**src/rtl/regfile_pkg.sv**
```systemverilog
// Shared constants for the register file and its writeback arbiter.
package regfile_pkg;

  localparam int unsigned DATA_W = 32;
  localparam int unsigned ADDR_W = 5;

  localparam logic SRC_EX  = 1'b0;
  localparam logic SRC_MEM = 1'b1;

  localparam logic [4:0] ZERO_REG = 5'd0;

endpackage

```
**src/rtl/regfile_wb_arbiter_if.sv**
```systemverilog
// Bundle of the two writeback request channels, the hold control and the register-file write port.
interface regfile_wb_arbiter_if
  import regfile_pkg::*;
#(
  parameter int unsigned DataW = DATA_W,
  parameter int unsigned AddrW = ADDR_W
) ();

  logic             hold;
  logic             ex_valid;
  logic             ex_ready;
  logic [AddrW-1:0] ex_addr;
  logic [DataW-1:0] ex_data;
  logic             mem_valid;
  logic             mem_ready;
  logic [AddrW-1:0] mem_addr;
  logic [DataW-1:0] mem_data;
  logic             rd_we;
  logic [AddrW-1:0] rd_addr;
  logic [DataW-1:0] rd_wdata;
  logic             wb_src;
  logic             busy;

  modport master (
    output hold, ex_valid, ex_addr, ex_data, mem_valid, mem_addr, mem_data,
    input  ex_ready, mem_ready, rd_we, rd_addr, rd_wdata, wb_src, busy
  );

  modport slave (
    input  hold, ex_valid, ex_addr, ex_data, mem_valid, mem_addr, mem_data,
    output ex_ready, mem_ready, rd_we, rd_addr, rd_wdata, wb_src, busy
  );

endinterface

```
**src/rtl/wb_slot.sv**
```systemverilog
// One-entry writeback holding slot; a granted slot may be refilled in the same cycle.
module wb_slot
  import regfile_pkg::*;
#(
  parameter int unsigned DataW = DATA_W,
  parameter int unsigned AddrW = ADDR_W
) (
  input  logic             clk_i,
  input  logic             rst_ni,
  input  logic             valid_i,
  output logic             ready_o,
  input  logic [AddrW-1:0] addr_i,
  input  logic [DataW-1:0] data_i,
  input  logic             grant_i,
  output logic             full_o,
  output logic [AddrW-1:0] addr_o,
  output logic [DataW-1:0] data_o
);

  logic             full_q, full_d;
  logic [AddrW-1:0] addr_q, addr_d;
  logic [DataW-1:0] data_q, data_d;
  logic             load;

  // Ready is forced low combinationally while reset is asserted.
  assign ready_o = rst_ni & (~full_q | grant_i);
  assign load    = valid_i & ready_o;

  always_comb begin
    full_d = full_q;
    addr_d = addr_q;
    data_d = data_q;
    if (load) begin
      full_d = 1'b1;
      addr_d = addr_i;
      data_d = data_i;
    end else if (grant_i) begin
      full_d = 1'b0;
    end
  end

  always_ff @(posedge clk_i or negedge rst_ni) begin
    if (!rst_ni) begin
      full_q <= 1'b0;
      addr_q <= '0;
      data_q <= '0;
    end else begin
      full_q <= full_d;
      addr_q <= addr_d;
      data_q <= data_d;
    end
  end

  assign full_o = full_q;
  assign addr_o = addr_q;
  assign data_o = data_q;

endmodule

```
**src/rtl/regfile_wb_arbiter.sv**
```systemverilog
// Round-robin arbiter sharing the register-file write port between the EX and MEM writeback slots.
module regfile_wb_arbiter
  import regfile_pkg::*;
#(
  parameter int unsigned DataW = DATA_W,
  parameter int unsigned AddrW = ADDR_W
) (
  input logic                clk_i,
  input logic                rst_ni,
  regfile_wb_arbiter_if.slave bus
);

  logic             ex_full, mem_full;
  logic [AddrW-1:0] ex_addr, mem_addr;
  logic [DataW-1:0] ex_data, mem_data;
  logic             grant_ex, grant_mem, any_grant;
  logic             sel_src;
  logic [AddrW-1:0] sel_addr;
  logic [DataW-1:0] sel_data;

  logic             rr_q, rr_d;
  logic             rd_we_q, rd_we_d;
  logic [AddrW-1:0] rd_addr_q, rd_addr_d;
  logic [DataW-1:0] rd_wdata_q, rd_wdata_d;
  logic             wb_src_q, wb_src_d;

  wb_slot #(.DataW(DataW), .AddrW(AddrW)) u_ex_slot (
    .clk_i   (clk_i),
    .rst_ni  (rst_ni),
    .valid_i (bus.ex_valid),
    .ready_o (bus.ex_ready),
    .addr_i  (bus.ex_addr),
    .data_i  (bus.ex_data),
    .grant_i (grant_ex),
    .full_o  (ex_full),
    .addr_o  (ex_addr),
    .data_o  (ex_data)
  );

  wb_slot #(.DataW(DataW), .AddrW(AddrW)) u_mem_slot (
    .clk_i   (clk_i),
    .rst_ni  (rst_ni),
    .valid_i (bus.mem_valid),
    .ready_o (bus.mem_ready),
    .addr_i  (bus.mem_addr),
    .data_i  (bus.mem_data),
    .grant_i (grant_mem),
    .full_o  (mem_full),
    .addr_o  (mem_addr),
    .data_o  (mem_data)
  );

  // The pointer only breaks ties; a lone full slot is always granted.
  always_comb begin
    grant_ex  = 1'b0;
    grant_mem = 1'b0;
    if (!bus.hold) begin
      if (ex_full && mem_full) begin
        grant_ex  = (rr_q == SRC_EX);
        grant_mem = (rr_q == SRC_MEM);
      end else begin
        grant_ex  = ex_full;
        grant_mem = mem_full;
      end
    end
  end

  assign any_grant = grant_ex | grant_mem;
  assign sel_src   = grant_mem ? SRC_MEM : SRC_EX;
  assign sel_addr  = grant_mem ? mem_addr : ex_addr;
  assign sel_data  = grant_mem ? mem_data : ex_data;

  always_comb begin
    rr_d       = rr_q;
    rd_we_d    = 1'b0;
    rd_addr_d  = rd_addr_q;
    rd_wdata_d = rd_wdata_q;
    wb_src_d   = wb_src_q;
    if (any_grant) begin
      rr_d       = ~sel_src;
      rd_we_d    = (sel_addr != AddrW'(ZERO_REG));
      rd_addr_d  = sel_addr;
      rd_wdata_d = sel_data;
      wb_src_d   = sel_src;
    end
  end

  always_ff @(posedge clk_i or negedge rst_ni) begin
    if (!rst_ni) begin
      rr_q       <= SRC_EX;
      rd_we_q    <= 1'b0;
      rd_addr_q  <= '0;
      rd_wdata_q <= '0;
      wb_src_q   <= SRC_EX;
    end else begin
      rr_q       <= rr_d;
      rd_we_q    <= rd_we_d;
      rd_addr_q  <= rd_addr_d;
      rd_wdata_q <= rd_wdata_d;
      wb_src_q   <= wb_src_d;
    end
  end

  assign bus.rd_we    = rd_we_q;
  assign bus.rd_addr  = rd_addr_q;
  assign bus.rd_wdata = rd_wdata_q;
  assign bus.wb_src   = wb_src_q;
  assign bus.busy     = ex_full | mem_full | rd_we_q;

endmodule
```
**src/flat_wrapper.sv**
```systemverilog
// flat-port wrapper written by rule: the top's interface ports become plain ports
module regfile_wb_arbiter_flat import regfile_pkg::*;
#(
  parameter int unsigned DataW = DATA_W,
  parameter int unsigned AddrW = ADDR_W
)
  (clk_i, rst_ni, bus_hold, bus_ex_valid, bus_ex_addr, bus_ex_data, bus_mem_valid, bus_mem_addr, bus_mem_data, bus_ex_ready, bus_mem_ready, bus_rd_we, bus_rd_addr, bus_rd_wdata, bus_wb_src, bus_busy);
  regfile_wb_arbiter_if #(.DataW(DataW), .AddrW(AddrW)) bus_i ();
  input logic clk_i;
  input logic rst_ni;
  input wire logic [$bits(bus_i.hold)-1:0] bus_hold;
  input wire logic [$bits(bus_i.ex_valid)-1:0] bus_ex_valid;
  input wire logic [$bits(bus_i.ex_addr)-1:0] bus_ex_addr;
  input wire logic [$bits(bus_i.ex_data)-1:0] bus_ex_data;
  input wire logic [$bits(bus_i.mem_valid)-1:0] bus_mem_valid;
  input wire logic [$bits(bus_i.mem_addr)-1:0] bus_mem_addr;
  input wire logic [$bits(bus_i.mem_data)-1:0] bus_mem_data;
  output wire logic [$bits(bus_i.ex_ready)-1:0] bus_ex_ready;
  output wire logic [$bits(bus_i.mem_ready)-1:0] bus_mem_ready;
  output wire logic [$bits(bus_i.rd_we)-1:0] bus_rd_we;
  output wire logic [$bits(bus_i.rd_addr)-1:0] bus_rd_addr;
  output wire logic [$bits(bus_i.rd_wdata)-1:0] bus_rd_wdata;
  output wire logic [$bits(bus_i.wb_src)-1:0] bus_wb_src;
  output wire logic [$bits(bus_i.busy)-1:0] bus_busy;
  assign bus_i.hold = bus_hold;
  assign bus_i.ex_valid = bus_ex_valid;
  assign bus_i.ex_addr = bus_ex_addr;
  assign bus_i.ex_data = bus_ex_data;
  assign bus_i.mem_valid = bus_mem_valid;
  assign bus_i.mem_addr = bus_mem_addr;
  assign bus_i.mem_data = bus_mem_data;
  assign bus_ex_ready = bus_i.ex_ready;
  assign bus_mem_ready = bus_i.mem_ready;
  assign bus_rd_we = bus_i.rd_we;
  assign bus_rd_addr = bus_i.rd_addr;
  assign bus_rd_wdata = bus_i.rd_wdata;
  assign bus_wb_src = bus_i.wb_src;
  assign bus_busy = bus_i.busy;
  regfile_wb_arbiter #(.DataW(DataW), .AddrW(AddrW)) u_core (.clk_i(clk_i), .rst_ni(rst_ni), .bus(bus_i));
endmodule
```
**config.mk**
```make
export PLATFORM = sky130hd
export DESIGN_NAME = regfile_wb_arbiter_flat
export DESIGN_NICKNAME = d
export VERILOG_FILES = /design/src/rtl/regfile_pkg.sv /design/src/rtl/regfile_wb_arbiter_if.sv /design/src/rtl/wb_slot.sv /design/src/rtl/regfile_wb_arbiter.sv /design/src/flat_wrapper.sv
export SDC_FILE = /design/constraint.sdc
export NUM_CORES = 1
export LEC_CHECK = 0
export ABC_AREA = 0
export BUFFER_PORTS_ARGS = -buffer_cell sky130_fd_sc_hd__buf_2
export CAP_MARGIN = 20
export CORE_MARGIN = 2
export CORE_UTILIZATION = 55
export DETAILED_ROUTE_END_ITERATION = 6
export GPL_TIMING_DRIVEN = 0
export MAX_ROUTING_LAYER = met4
export PLACE_DENSITY = 0.82
export SLEW_MARGIN = 20
export SYNTH_ARGS = -nofsm -noshare
export SYNTH_HDL_FRONTEND = slang
export SYNTH_SLANG_ARGS = --single-unit
export TNS_END_PERCENT = 5
```
**constraint.sdc**
```tcl
create_clock -name clk_i -period 3.45 [get_ports clk_i]
set_input_delay 0.69 -clock clk_i [delete_from_list [all_inputs] [get_ports clk_i]]
set_output_delay 0.69 -clock clk_i [all_outputs]
set_load 0.05 [all_outputs]
```
=== Word-level counts from Yosys, hierarchy flattened ===
Cells that the tools add are included.
Widths: inputs -> output; s select.

* Register bits after elaboration: 116
* Word-level logic and storage cells: 40
* Bits of input ports: 79
* Output and inout port bits: 42

* Reductions and logical operators: 4
* Bitwise logic cells: 13
* Multiplexer cells: 12

{| class="wikitable"
|+ Operators with widths
! operator !! number
|-
| $mux 32 || 1
|-
| $mux 1 || 10
|-
| $mux 5 || 1
|-
| $or 1x1->1 || 5
|-
| $reduce_bool 5->1 || 1
|-
| $and 1x1->1 || 4
|-
| $not 1->1 || 4
|-
| $reduce_bool 2->1 || 2
|-
| $logic_and 1x1->1 || 1
|}

=== Depth between registers and ports, before layout ===
Gate-level depths: netlist of run 1.

* Depth in word-level cells: 7
* Gate-level depth with buffers: 6
* Mapped depth without buffers: 3

=== Modules after synthesis ===
A second synthesis of run 1 with hierarchy kept.

* Cells, all modules: 336
* Area, all modules: 5,063.6 µm²

{| class="wikitable"
|+ By module, submodules not included
! module !! sequential area each (µm²) !! area each (µm²) !! times used !! cells an instance
|-
| wb_slot || 950.9 || 1,602.8 || 2 || 84
|-
| regfile_wb_arbiter || 1,001.0 || 1,858.0 || 1 || 168
|}

=== Worst setup path after synthesis of run 1 ===
OpenSTA, ideal clock, no wires.

* Path type: input-to-output
* Start: input port bus_hold
* End: output port bus_mem_ready
* Path buffers: 2
* Setup slack: 0.275 ns
* Cell stages on the path: 5
* Required time: 2.760 ns
* Data arrival time: 2.485 ns
* Path through: nor2b_1 -> clkbuf_1 -> buf_2 -> nand2_1 -> a21boi_0

* Cells in the longest elaborated chain, start to end: 3

{| class="wikitable"
|+ RTL lines
! what !! line !! RTL
|-
| start: declaration || flat_wrapper.sv:11 || <nowiki>input wire logic [$bits(bus_i.hold)-1:0] bus_hold;</nowiki>
|-
| $mux 1 || regfile_wb_arbiter.sv:57 || <nowiki>if (!bus.hold) begin</nowiki>
|-
| $or 1x1->1 || wb_slot.sv:26 || <nowiki>assign ready_o = rst_ni & (~full_q | grant_i);</nowiki>
|-
| $and 1x1->1 || wb_slot.sv:26 ||
|-
| end: declaration || flat_wrapper.sv:19 || <nowiki>output wire logic [$bits(bus_i.mem_ready)-1:0] bus_mem_ready;</nowiki>
|}

No other way between the ends.

=== Final worst setup path of run 1 ===
* Start: register u_core.u_mem_slot.full_q, in the netlist u_core.u_mem_slot.full_o
* End: output port bus_mem_ready

* Cells in the longest elaborated chain, start to end: 5
* Elaborated cells on any way between the ends: 6
* Classes of those cells: mux: 2; bitwise: 3; reduce/logical: 1

{| class="wikitable"
|+ RTL lines
! what !! line !! RTL
|-
| start: declaration || wb_slot.sv:20 || <nowiki>logic full_q, full_d;</nowiki>
|-
| start signal: assignment || wb_slot.sv:48 || <nowiki>full_q <= full_d;</nowiki>
|-
| $logic_and 1x1->1 || regfile_wb_arbiter.sv:58 || <nowiki>if (ex_full && mem_full) begin</nowiki>
|-
| $mux 1 || regfile_wb_arbiter.sv:58 ||
|-
| $mux 1 || regfile_wb_arbiter.sv:57 ||
|-
| $or 1x1->1 * || wb_slot.sv:26 ||
|-
| $and 1x1->1 * || wb_slot.sv:26 ||
|}

Mark *: on every way between the ends. The rest lies on a longest branch, timed or not.

==> flow_summary_export.csv, run 1 <==
group,metric,value,unit
layout,fillerInstances,579,
clock_network,htreeDepth,4,
layout,syn_to_final_growth,28.59,%
worst_setup_path,crit_chain,"nor2b_1, clkbuf_1, buf_2, nand2_1, a21boi_0, buf_2",
timing,slew_viol_final,0,
die,dieArea,9283,µm²
layout,utilization,73.05,%
worst_setup_path,path_delay_family,"buffers and inverters",
clock_network,clkTransAtPathRegs,0.06,ns
timing,period_share,85.65,%
global_route,grt_antenna_before_repair,0,
clock_network,cts_resized,0,
worst_setup_path,slowest_delay,0.34,ns
power_and_ir_drop,vdd_ir_drop_max,0.5100,mV
power_and_ir_drop,power.density,958.6,nW/µm²
synth,synth_area_per_cell,14.17,µm²
worst_setup_path,path_max_fanout,10,
route,ant_nets,0,
placed_design,routabilityCongestion,0.8164,
timing,hold_viol,0,
synth,netlist_area,4691,µm²
placed_design,dpl.cell_count,557,
route,drcViolationCount,0,
synth,synth-seq-cells,116,
timing,fin_setup_tns,0,ns
layout,num_antenna_cells,0,
die,ioPinCount,121,
timing,max_freq,0.3384,GHz
worst_setup_path,path_buf_inv,3,
synth,postSynthCellCount,331,
synth,yosysSeqAreaShare,61.88,%
timing,period_needed,2.955,ns
placed_design,portBuffers,120,
route,num_vias,3309,
clock_network,cts.sinks,116,
route,wl_per_cell,18.31,µm
timing,fin_ws,0.4949,ns
timing,fin_skew,0.01292,ns
timing,slew_headroom,64.47,%
global_route,grt_remaining_overflow,0,
synth,syn_nets,410,
worst_setup_path,critPathRequiredTime,2.76,ns
clock_network,root_buffer,"clkbuf_8",
synth,ys.warnings.count,0,
timing,rsz0062_at_grt,"no",
die,rows,33,
placed_design,pre_cts_ws,0.5205,ns
clock_network,hold_buffers,0,
worst_setup_path,crit_path_frequent_cell,"buf_2",
timing,tightest_slew,0.5330,ns
placed_design,hpwl,7.343,mm
global_route,grt_use_total,26.23,%
clock_network,cts_setup_buffers,0,
die,start_util,56.80,%
route,routed_wl,10.78,mm
route,drtIter0Drc,157,
layout,drive_gt1_share,48.55,%
clock_network,cts_tree,"built",
power_and_ir_drop,p_leak,2.902,nW
job,maxCapViolCount,0,
die,core_area,8258,µm²
die,die-width,96.35,µm
min_path,min_path_type,"in2async",
timing,finalSetupViolCount,0,
worst_setup_path,endpoint_kind,"output pin",
die,fp.dieH,96.35,µm
route,dr.pass1.iters,4,
clock_network,cts_made_buffers,17,
layout,layout_commonest_cell,"buf_2",
clock_network,clk_latency,0.52,ns
synth,yosysUniqueCellTypes,28,
worst_setup_path,arrival,2.27,ns
route,viasPerCell,5.618,
layout,mostFrequentLayoutCells,"buf_2 (125), dfrtp_1 (116), mux2_2 (68), and3_1 (31), a221o_1 (31)",
global_route,grt_pass1_vias,3532,
status,status,"finished clean",
global_route,grt_max_degree,66,
layout,final_cells,589,
layout,fin_nets,550,
global_route,grt_pass1_wl,17.42,mm
worst_setup_path,cp-start-kind,"flip-flop",
worst_setup_path,crit_slowest_cell,"clkbuf_1",
clock_network,ctsLongestPathBuffers,2,
worst_setup_path,worstSetupPathType,"reg2out",
power breakdown:
group	total, mW	internal [mW]	switching (mW)
clock network	1.68	1.06	0.620
registers	2.16	1.88	0.288
logic	1.94	0.664	1.27
total	5.78	3.60	2.18
registers in the layout, summed over array words and instances, names as in the netlist:
register / cells
u_core.u_ex_slot.addr_o: 5
u_core.bus.rd_we: 1
u_core.bus.rd_addr: 5
u_core.u_mem_slot.addr_o: 5
u_core.rr_q: 1
u_core.bus.rd_wdata: 32
u_core.u_mem_slot.full_o: 1
u_core.bus.wb_src: 1
u_core.u_ex_slot.data_o: 32
u_core.u_ex_slot.full_o: 1
u_core.u_mem_slot.data_o: 32
synthesized netlist by cell type:
master	count	share of area, %
nand3_1	6	0.64
a221o_1	31	6.6
buf_4	3	0.48
nor2_1	9	0.72
buf_6	3	0.72
nand2b_1	2	0.27
inv_1	1	0.080
o211ai_4	1	0.45
and3_1	31	4.1
buf_2	6	0.64
o21ai_0	7	0.75
nor2b_1	2	0.27
clkbuf_1	11	0.88
nand2_1	9	0.72
dfrtp_1	116	62
o22ai_1	1	0.13
a31oi_1	6	0.80
or4_1	2	0.32
or3_1	1	0.13
o21bai_1	1	0.16
o21ba_2	1	0.21
mux2_2	68	16
mux2_1	6	1.4
a21oi_1	1	0.11
a21oi_4	1	0.35
and2_1	1	0.13
a21o_1	2	0.32
a21boi_0	2	0.32
metrics by stage:
| stage | area [µm²] | hold WS (ns) | power (mW) |
|---|---|---|---|
| global route | 6032 | 0.1585 | 6.058 |
| finish | 6032 | 0.1284 | 5.782 |
| floorplan | 4691 | 0.3944 | 3.571 |
| CTS | 6032 | 0.1322 | 5.817 |
| global placement | 5423 | 0.4597 | 4.020 |
| detailed placement | 5456 | 0.4725 | 4.109 |
cell families after synthesis:
logic type	after synthesis	share of synthesized area (%)
AND/OR/NAND/NOR	63	7.335
buffers and inverters	24	2.801
multiplexers	74	17.76
flip-flops	116	61.88
AO/OA/AOI/OAI	54	10.22
cell type report:
class	instances	area [µm²]	area share [%]
clock inverters	12	130.1	2.157
inverters	1	3.754	0.06223
clock buffers	20	445.4	7.384
repair buffers	121	634.4	10.52
plain buffers	23	127.6	2.116
flip-flops and latches	116	2903	48.12
multi-input cells	191	1657	27.46
well taps	105	131.4	2.178
per-layer routing:
layer | up-vias | share of wire [%] | wire length (µm) | GRT usage, %
li1 | 1524 | - | - | -
met1 | 1669 | 42 | 4564 | 32.44
met2 | 103 | 51 | 5477 | 42.07
met3 | 13 | 5.6 | 605 | 7.283
met4 | 0 | 1.2 | 134 | 8.568
met5 | - | 0 | 0 | -
path summary, 6_finish.rpt:
| check | cells after the start | startpoint | endpoint | slack [ns] |
|---|---|---|---|---|
| max | 6 | u_core.u_mem_slot.full_o | bus_mem_ready | 0.49 |
| min | 1 | rst_ni | u_core.u_ex_slot.data_o[13] | 0.13 |
| max reg2reg | 5 | u_core.u_mem_slot.full_o | u_core.u_ex_slot.data_o[16] | 1.57 |
| min reg2reg | 1 | u_core.u_mem_slot.data_o[10] | u_core.u_mem_slot.data_o[10] | 0.49 |
| max in group asynchronous | 2 | rst_ni | u_core.rr_q | 2.64 |
| min in group clk_i | 2 | bus_mem_addr[2] | u_core.u_mem_slot.addr_o[2] | 0.39 |
Power figures use the tool's default switching activity.
==> inputs of run 2 (changes only) <==
--- a/config.mk
+++ b/config.mk
@@ -8,6 +8,7 @@
 export ABC_AREA = 0
 export BUFFER_PORTS_ARGS = -buffer_cell sky130_fd_sc_hd__buf_2
 export CAP_MARGIN = 20
+export CORE_ASPECT_RATIO = 0.7
 export CORE_MARGIN = 2
 export CORE_UTILIZATION = 55
 export DETAILED_ROUTE_END_ITERATION = 6
==> flow_summary_export.csv, run 2 (synthesis results as in run 1) <==
group,metric,value,unit
route,drtIter0Drc,185,
timing,period_share,88.17,%
timing,max_freq,0.3287,GHz
timing,whs,0.1888,ns
min_path,min_path_type,"in2async",
route,top_layer,"met4",
timing,slew_headroom,59.76,%
worst_setup_path,path_max_fanout,10,
worst_setup_path,critPathRequiredTime,2.76,ns
layout,layout_commonest_cell,"buf_2",
power_and_ir_drop,p_leak,2.916,nW
layout,fin_nets,550,
layout,mostFrequentLayoutCells,"buf_2 (125), dfrtp_1 (116), mux2_2 (68), and3_1 (31), a221o_1 (31)",
route,wl_met1,4.869,mm
worst_setup_path,worstSetupPathType,"in2out",
timing,tightest_slew,0.6036,ns
clock_network,root_buffer,"clkbuf_16",
clock_network,hold_buffers,0,
power_and_ir_drop,vdd_ir_drop_max,0.5495,mV
clock_network,cts_tree,"built",
worst_setup_path,arrival,2.35,ns
route,ant_nets,0,
die,start_util,56.02,%
clock_network,ctsLongestPathBuffers,2,
job,maxCapViolCount,0,
layout,finalInstanceArea,6043,µm²
layout,drive_gt1_share,48.45,%
power_and_ir_drop,power.density,967.1,nW/µm²
layout,num_antenna_cells,0,
placed_design,placed_cell_area,5456,µm²
placed_design,hpwl,7.421,mm
die,fp.dieH,81.27,µm
timing,finalSetupViolCount,0,
clock_network,clkTransAtPathRegs,0.05,ns
clock_network,htreeDepth,4,
die,die-width,114.4,µm
route,dr.pass1.iters,5,
route,drcViolationCount,0,
global_route,grt_pass1_wl,17.24,mm
route,routed_wl,11.00,mm
worst_setup_path,endpoint_kind,"output pin",
global_route,grt_antenna_before_repair,0,
placed_design,pre_cts_ws,0.4217,ns
worst_setup_path,cp-start-kind,"primary input",
placed_design,routabilityCongestion,0.8268,
route,met2_wirelength,5.221,mm
placed_design,portBuffers,120,
die,dieArea,9295,µm²
route,routed-wl-met3,791,µm
global_route,grt_max_degree,81,
power_and_ir_drop,p_total,5.844,mW
status,status,"finished clean",
timing,rsz0062_at_grt,"no",
clock_network,cts_made_buffers,17,
timing,period_needed,3.042,ns
global_route,grt_use_total,26.05,%
die,core_area,8373,µm²
clock_network,cts_resized,0,
route,viasPerCell,5.626,
route,num_vias,3308,
route,wl_per_cell,18.70,µm
timing,fin_skew,0.006604,ns
timing,fin_ws,0.4081,ns
layout,syn_to_final_growth,28.83,%
timing,slew_viol_final,0,
die,ioPinCount,121,
clock_network,cts.sinks,116,
global_route,grt_remaining_overflow,0,
global_route,grt_pass1_vias,3469,
clock_network,cts_setup_buffers,0,
die,rows,28,
timing,hold_viol,0,
clock_network,clk_latency,0.41,ns
[run 2: final cells by class]
| cell class | instances | area, µm² |
|---|---|---|
| sequential | 116 | 2903 |
| tap | 105 | 131.4 |
| buffer | 23 | 127.6 |
| timing repair buffer | 121 | 634.4 |
| multi-input combinational | 191 | 1657 |
| fill | 586 | 2330 |
| inverter | 1 | 3.754 |
| clock inverter | 9 | 102.6 |
| clock buffer | 22 | 484.2 |
[run 2: final timing paths]
| kind | startpoint | end | slack [ns] | depth (start not counted) |
|---|---|---|---|---|
| hold reg to reg | u_core.u_mem_slot.data_o[5] | u_core.u_mem_slot.data_o[5] | 0.48 | 1 |
| max in group asynchronous | rst_ni | u_core.u_mem_slot.data_o[14] | 2.57 | 2 |
| min in group clk_i | u_core.u_mem_slot.data_o[5] | u_core.u_mem_slot.data_o[5] | 0.48 | 1 |
| setup / recovery | bus_hold | bus_mem_ready | 0.41 | 7 |
| setup reg to reg | u_core.u_mem_slot.full_o | u_core.u_ex_slot.data_o[18] | 1.56 | 5 |
| hold / removal | rst_ni | u_core.u_ex_slot.data_o[3] | 0.19 | 1 |
[run 2: metal layers]
layer	up-vias	GRT usage [%]
li1	1522	-
met1	1643	32.72
met2	131	40.24
met3	12	8.507
met4	0	9.146
met5	-	-
[run 2: per-stage QoR]
stage / cells / util [%] / TNS [ns]
floorplan: 331 / - / 0
global placement: 556 / 64.76 / -39.10
detailed placement: 557 / 65.17 / 0
CTS: 588 / 72.18 / 0
global route: 588 / 72.18 / 0
finish: 588 / 72.18 / 0
[run 2: report_power, final]
group | switching [mW] | internal (mW) | leakage, nW | total (mW)
Sequential | 0.295 | 1.88 | 1.38 | 2.17
Combinational | 1.28 | 0.664 | 1.26 | 1.94
Clock | 0.601 | 1.13 | 0.284 | 1.73
Total | 2.17 | 3.67 | 2.92 | 5.84
[run 2: worst max-delay path: stages]
cell	delay (ns)
buf_2	0.13
nor2b_1	0.15
clkbuf_1	0.37
buf_2	0.29
nand2_1	0.14
a21boi_0	0.26
buf_2	0.31
